## src/rtl/window_feeder_pkg.sv

```systemverilog
// window_feeder_pkg
//   Shared constants for the window feeder and its consumers: the multiply-add
//   tree width (one byte lane per kernel tap), the pixel width and the default
//   image geometry. Also provides a helper that gives the number of valid
//   windows per frame.
package window_feeder_pkg;

  // Number of byte lanes in the mult_adder tree; must equal KERNEL_SIZE^2.
  localparam int MA_TREE_SIZE    = 16;
  localparam int PIXEL_WIDTH     = 8;
  localparam int DEF_IMG_WIDTH   = 8;
  localparam int DEF_IMG_HEIGHT  = 8;
  localparam int DEF_KERNEL_SIZE = 4;

  typedef logic [PIXEL_WIDTH-1:0] pixel_t;

  // Valid KxK windows in a w x h frame (no padding, stride 1).
  function automatic int windows_per_frame(input int w, input int h, input int k);
    return (h - k + 1) * (w - k + 1);
  endfunction

endpackage

```

## src/rtl/window_feeder_line_buffer.sv

```systemverilog
// window_feeder_line_buffer
//   One image row of pixel storage, addressed by column. The read port is
//   combinational on the same address as the write port, so a read in the
//   accepting cycle returns the value stored one row earlier (read-before-write).
//   Contents are not reset; the feeder never presents them before overwriting.
// Ports:
//   clock    - rising-edge clock
//   wr_en_i  - write the current address this cycle
//   addr_i   - column address
//   wdata_i  - pixel to store
//   rdata_o  - pixel currently stored at addr_i
module window_feeder_line_buffer #(
  parameter int DEPTH = 8,
  parameter int W     = 8,
  parameter int AW    = $clog2(DEPTH)
) (
  input  logic          clock,
  input  logic          wr_en_i,
  input  logic [AW-1:0] addr_i,
  input  logic [W-1:0]  wdata_i,
  output logic [W-1:0]  rdata_o
);

  logic [W-1:0] mem_q [DEPTH];

  always_ff @(posedge clock) begin
    if (wr_en_i) begin
      mem_q[addr_i] <= wdata_i;
    end
  end

  assign rdata_o = mem_q[addr_i];

endmodule

```

## src/rtl/window_feeder.sv

```systemverilog
// window_feeder
//   Turns a raster-order pixel stream into the stream of every valid KxK
//   window, packed for the mult_adder operand. K-1 line buffers supply the
//   older rows of the current column; a KxK register window shifts left by one
//   column on every accepted pixel.
//   Packing: byte k = r*K + c, r=0 top row, c=0 left column; byte K*K-1 is the
//   newest pixel.
// Ports:
//   clock       - rising-edge clock
//   reset       - synchronous active-high reset
//   in_pixel    - raster pixel
//   in_valid    - in_pixel valid
//   in_ready    - pixel accepted when in_valid && in_ready
//   out_window  - packed KxK window
//   out_valid   - out_window valid
//   out_ready   - consumer takes the window
//   out_last    - marks the final window of the frame
//   frame_done  - one-cycle pulse after the last pixel of a frame is accepted
module window_feeder
  import window_feeder_pkg::*;
#(
  parameter int IMG_WIDTH   = DEF_IMG_WIDTH,
  parameter int IMG_HEIGHT  = DEF_IMG_HEIGHT,
  parameter int KERNEL_SIZE = DEF_KERNEL_SIZE,
  parameter int PIXEL_W     = PIXEL_WIDTH
) (
  input  logic                                   clock,
  input  logic                                   reset,
  input  logic [PIXEL_W-1:0]                     in_pixel,
  input  logic                                   in_valid,
  output logic                                   in_ready,
  output logic [PIXEL_W*KERNEL_SIZE*KERNEL_SIZE-1:0] out_window,
  output logic                                   out_valid,
  input  logic                                   out_ready,
  output logic                                   out_last,
  output logic                                   frame_done
);

  localparam int K  = KERNEL_SIZE;
  localparam int CW = $clog2(IMG_WIDTH);
  localparam int RW = $clog2(IMG_HEIGHT);

  localparam logic [CW-1:0] COL_LAST = CW'(IMG_WIDTH - 1);
  localparam logic [RW-1:0] ROW_LAST = RW'(IMG_HEIGHT - 1);
  localparam logic [CW-1:0] COL_KM1  = CW'(K - 1);
  localparam logic [RW-1:0] ROW_KM1  = RW'(K - 1);

  // Position of the next pixel to be accepted.
  logic [CW-1:0] col_q, col_d;
  logic [RW-1:0] row_q, row_d;

  logic out_valid_q, out_valid_d;
  logic out_last_q, out_last_d;
  logic frame_done_q, frame_done_d;

  logic [PIXEL_W-1:0] win_q [K][K];
  logic [PIXEL_W-1:0] win_d [K][K];

  logic [PIXEL_W-1:0] lb_rd [K-1];
  logic [PIXEL_W-1:0] lb_wd [K-1];
  logic [PIXEL_W-1:0] new_col [K];

  logic accept;
  logic win_fire;
  logic frame_end;

  // Back-pressure is purely combinational: a presented window must be taken
  // (or absent) before another pixel may enter, so out_window never changes
  // under a stalled consumer.
  assign in_ready  = !out_valid_q || out_ready;
  assign accept    = in_valid && in_ready;
  assign frame_end = (row_q == ROW_LAST) && (col_q == COL_LAST);
  // Requiring col >= K-1 keeps windows from straddling a row boundary.
  assign win_fire  = accept && (row_q >= ROW_KM1) && (col_q >= COL_KM1);

  // Line buffer chain: lb[0] holds the previous row, lb[i] the row i+1 above.
  for (genvar i = 0; i < K - 1; i++) begin : g_lb
    if (i == 0) begin : g_first
      assign lb_wd[i] = in_pixel;
    end else begin : g_rest
      assign lb_wd[i] = lb_rd[i-1];
    end

    window_feeder_line_buffer #(
      .DEPTH (IMG_WIDTH),
      .W     (PIXEL_W),
      .AW    (CW)
    ) u_lb (
      .clock   (clock),
      .wr_en_i (accept),
      .addr_i  (col_q),
      .wdata_i (lb_wd[i]),
      .rdata_o (lb_rd[i])
    );
  end

  // Incoming right-hand column, top (oldest row) to bottom (new pixel).
  for (genvar r = 0; r < K; r++) begin : g_col
    if (r == K - 1) begin : g_bottom
      assign new_col[r] = in_pixel;
    end else begin : g_upper
      assign new_col[r] = lb_rd[K-2-r];
    end
  end

  always_comb begin
    col_d = col_q;
    row_d = row_q;
    if (accept) begin
      if (col_q == COL_LAST) begin
        col_d = '0;
        row_d = (row_q == ROW_LAST) ? '0 : row_q + 1'b1;
      end else begin
        col_d = col_q + 1'b1;
      end
    end
  end

  always_comb begin
    out_valid_d  = out_valid_q;
    out_last_d   = out_last_q;
    frame_done_d = 1'b0;
    if (accept) begin
      // An accept implies any presented window is consumed this cycle.
      out_valid_d  = win_fire;
      frame_done_d = frame_end;
      if (win_fire) begin
        out_last_d = frame_end;
      end
    end else if (out_ready) begin
      out_valid_d = 1'b0;
    end
  end

  always_comb begin
    win_d = win_q;
    if (accept) begin
      for (int r = 0; r < K; r++) begin
        for (int c = 0; c < K - 1; c++) begin
          win_d[r][c] = win_q[r][c+1];
        end
        win_d[r][K-1] = new_col[r];
      end
    end
  end

  always_ff @(posedge clock) begin
    if (reset) begin
      col_q        <= '0;
      row_q        <= '0;
      out_valid_q  <= 1'b0;
      out_last_q   <= 1'b0;
      frame_done_q <= 1'b0;
      for (int r = 0; r < K; r++) begin
        for (int c = 0; c < K; c++) begin
          win_q[r][c] <= '0;
        end
      end
    end else begin
      col_q        <= col_d;
      row_q        <= row_d;
      out_valid_q  <= out_valid_d;
      out_last_q   <= out_last_d;
      frame_done_q <= frame_done_d;
      win_q        <= win_d;
    end
  end

  for (genvar r = 0; r < K; r++) begin : g_pack_r
    for (genvar c = 0; c < K; c++) begin : g_pack_c
      assign out_window[(r*K+c)*PIXEL_W +: PIXEL_W] = win_q[r][c];
    end
  end

  assign out_valid  = out_valid_q;
  assign out_last   = out_last_q;
  assign frame_done = frame_done_q;

endmodule

```

## config.mk

```make
export PLATFORM = sky130hd
export DESIGN_NAME = window_feeder
export DESIGN_NICKNAME = d
export VERILOG_FILES = /design/src/rtl/window_feeder_pkg.sv /design/src/rtl/window_feeder_line_buffer.sv /design/src/rtl/window_feeder.sv
export SDC_FILE = /design/constraint.sdc
export NUM_CORES = 1
export LEC_CHECK = 0
export ABC_AREA = 1
export BUFFER_PORTS_ARGS = -buffer_cell sky130_fd_sc_hd__buf_2
export CORE_MARGIN = 10
export CORE_UTILIZATION = 52
export DETAILED_ROUTE_END_ITERATION = 12
export MAX_ROUTING_LAYER = met4
export PLACE_DENSITY = 0.78
export SYNTH_ARGS = -nofsm -noshare
export SYNTH_HDL_FRONTEND = slang
export SYNTH_SLANG_ARGS = --single-unit
```

## constraint.sdc

```tcl
create_clock -name clock -period 2.84 [get_ports clock]
set_clock_uncertainty 0.1 [all_clocks]
set_input_delay 0.426 -clock clock [delete_from_list [all_inputs] [get_ports clock]]
set_output_delay 0.426 -clock clock [all_outputs]
set_load 0.1 [all_outputs]
```

==> flow_metrics.env <==
export IMPL_critPathCaptureType="flip-flop"
export IMPL_cts_made_buffers=31
export IMPL_holdPathEnd="out_last"
export IMPL_critical_path_class="flip-flop to flip-flop"
export IMPL_hold_viol=0
export IMPL_synthesis_instances=1330
export IMPL_cp_max_fo=15
export IMPL_wl_um=30400
export IMPL_ys_ff_latch=332
export IMPL_ys_top_cells_by_area="edfxtp_1, dfxtp_1, nor2_1"
export IMPL_p_total_mw=11.6
export IMPL_final_common_cell="nor2_1"
export IMPL_die_x_um=178
export IMPL_hpwl_um=19100
export IMPL_synth_edff_count=192
export IMPL_status="completed"
export IMPL_reg2regPathDepth=5
export IMPL_rsz0062_at_grt="no"
export IMPL_final_max_slew_viol_count=0
export IMPL_synth_area_um2=13000
export IMPL_htreeDepth=1
export IMPL_p_per_area_nw_per_um2=772
export IMPL_postCtsHoldBufs=0
export IMPL_grt_max_degree=158
export IMPL_finalSetupViolations=0
export IMPL_tns_ns=0
export IMPL_worstMarginPinSlew_ns=0.961
export IMPL_die_area_um2=31700
export IMPL_clock_sinks=332
export IMPL_place_congestion=0.815
export IMPL_crit_path_start_kind="flip-flop"
export IMPL_ys_types=29
export IMPL_arrival_ns=2.56
export IMPL_grt_pass1_vias=8959
export IMPL_drv_cap=0
export IMPL_area_delta_synth_final_pct=15.3
export IMPL_r2r_end="g_lb[1].u_lb.mem_q[2][6]"
export IMPL_nFillCells=1953
export IMPL_rr_startpoint="col_q[1]"
export IMPL_synth_warnings=0
export IMPL_async_flop_share=0
export IMPL_antenna_found_initial=0
export IMPL_clk_pin_slew_ns=0.07
export IMPL_grtUsageTotal=0.191
export IMPL_cts_setup_buffers=0
export IMPL_crit_buf_inv=3
export IMPL_port_buffers=143
export IMPL_maxSlewHeadroom=0.359
export IMPL_required_ns=3.00
export IMPL_fin_crit_sh=0.845
export IMPL_drt_iter0_drc=954
export IMPL_layout_common_cells="nor2_1, edfxtp_1, nand2_1, inv_1, buf_2"
export IMPL_critPathSlowestCell="nor2_2"
export IMPL_p_leak_nw=6.63
export IMPL_wl_per_cell_um=16.8
export IMPL_synth_top_cell_area_share=0.444
export IMPL_synth_nets=1348
export IMPL_min_from="reset"
export IMPL_ant_nets=0
export IMPL_nets=1478
export IMPL_critical_path_top_delay_family="simple AND/OR/NAND/NOR gates"
export IMPL_multiInputGateArea_um2=3370
export IMPL_cts_buffer_depth=3
export IMPL_synth_area_leader_cell="edfxtp_1"
export IMPL_num_vias=9366
export IMPL_cts_tree="built"
export IMPL_root_buffer="clkbuf_16"
export IMPL_seq_area_frac_synth=0.659
export IMPL_grt_pass1_wl_um=47800
export IMPL_cp_slowest_stage_delay_ns=0.76
export IMPL_initial_core_util=0.531
export IMPL_holdPathStages=2
export IMPL_maxClockFrequency_ghz=0.417
export IMPL_insertedDiodeCount=0
export IMPL_syn_area_per_cell_um2=9.77
export IMPL_vdd_drop_max_uv=548
export IMPL_die_y_um=178
export IMPL_post_cts_resized=0
export IMPL_r2r_slack_ns=0.44
export IMPL_register_area_um2=8570
export IMPL_synth_ff_type="edfxtp_1"
export IMPL_vias_per_cell=5.18
export IMPL_clk_latency_ns=0.56
export IMPL_overflow=0
export IMPL_io_pins=144
export IMPL_post_route_drc_count=0
export IMPL_hp_class="input pin to flip-flop"
export IMPL_drive_gt1_frac=0.164
export IMPL_core_um2=24500
export IMPL_first_pass_iters=5
export IMPL_rows=57
export IMPL_crit_path_cell_trace="inv_2, nor2_8, inv_1, nor2_2, buf_4"
export IMPL_min_period_ns=2.40
## cells by family after synthesis
logic type	share of synthesized area
fa+ha+maj	0.00578
compound gates	0.0784
simple gates	0.173
buf+inv	0.0839
flops	0.659
## sequential cells by signal, indices dropped and copies added, names as in the netlist, named ones only
signal	flops
col_q	3
frame_done	1
g_lb.u_lb.mem_q	192
out_last	1
out_valid	1
out_window	128
row_q	3
## layer usage
layer	wire (µm)	GRT usage
met5	0	-
met2	14200	0.300
met4	499	0.0563
met1	13100	0.250
met3	2580	0.0345
## worst max path at each step
stage | from | to | slack, ns | depth (start not counted)
3_5_place_dp | out_ready | g_lb[0].u_lb.mem_q[5][1] | 0.31 | 9
4_1_cts | col_q[1] | g_lb[1].u_lb.mem_q[2][6] | 0.44 | 5
3_3_place_gp | out_ready | g_lb[0].u_lb.mem_q[5][3] | 0.36 | 9
2_1_floorplan | out_valid | g_lb[0].u_lb.mem_q[0][0] | -0.12 | 6
5_1_grt | col_q[1] | g_lb[1].u_lb.mem_q[2][4] | 0.33 | 5
6_report | col_q[1] | g_lb[1].u_lb.mem_q[2][6] | 0.44 | 5
## power breakdown
part           internal [mW]  switching (mW)  total (mW)
Sequential              5.39           0.122        5.51
Combinational          0.313            1.62        1.94
Clock                   2.36            1.76        4.13
## final cells by class
cell class	count	share of cell area
tap	324	0.0270
clock buffer	38	0.0583
multi-input combinational	748	0.225
sequential	332	0.572
clock inverter	20	0.0105
inverter	176	0.0442
timing repair buffer	171	0.0634
## per-stage QoR
stage	util	cell area (µm²)	hold slack [ns]	instances	worst slack [ns]
2_1_floorplan	-	13000	0.354	1330	-0.121
3_3_place_gp	0.571	14000	0.356	1751	0.358
3_5_place_dp	0.571	14000	0.367	1751	0.310
4_1_cts	0.613	15000	0.0470	1809	0.442
5_1_grt	0.613	15000	0.0494	1809	0.329
6_report	0.613	15000	0.0679	1809	0.439
## synth_stat cells, types with 3 or more instances
cell and number:
nand2_1 177, o211ai_1 15, nand3_1 106, buf_2 39
inv_2 7, clkbuf_2 8, buf_4 13, ha_1 6
a21oi_1 22, buf_6 6, inv_1 169, dfxtp_1 140
nand2_2 3, edfxtp_1 192, o21ai_1 33, o21ai_0 120
nor2_1 255, clkbuf_1 7
## worst reg2reg max path, stage by stage, from the launching register on
cell	delay, ns
dfxtp_1	0.49
inv_2	0.13
nor2_8	0.18
inv_1	0.11
nor2_2	0.76
buf_4	0.35
(Power assumes the default switching activity.)
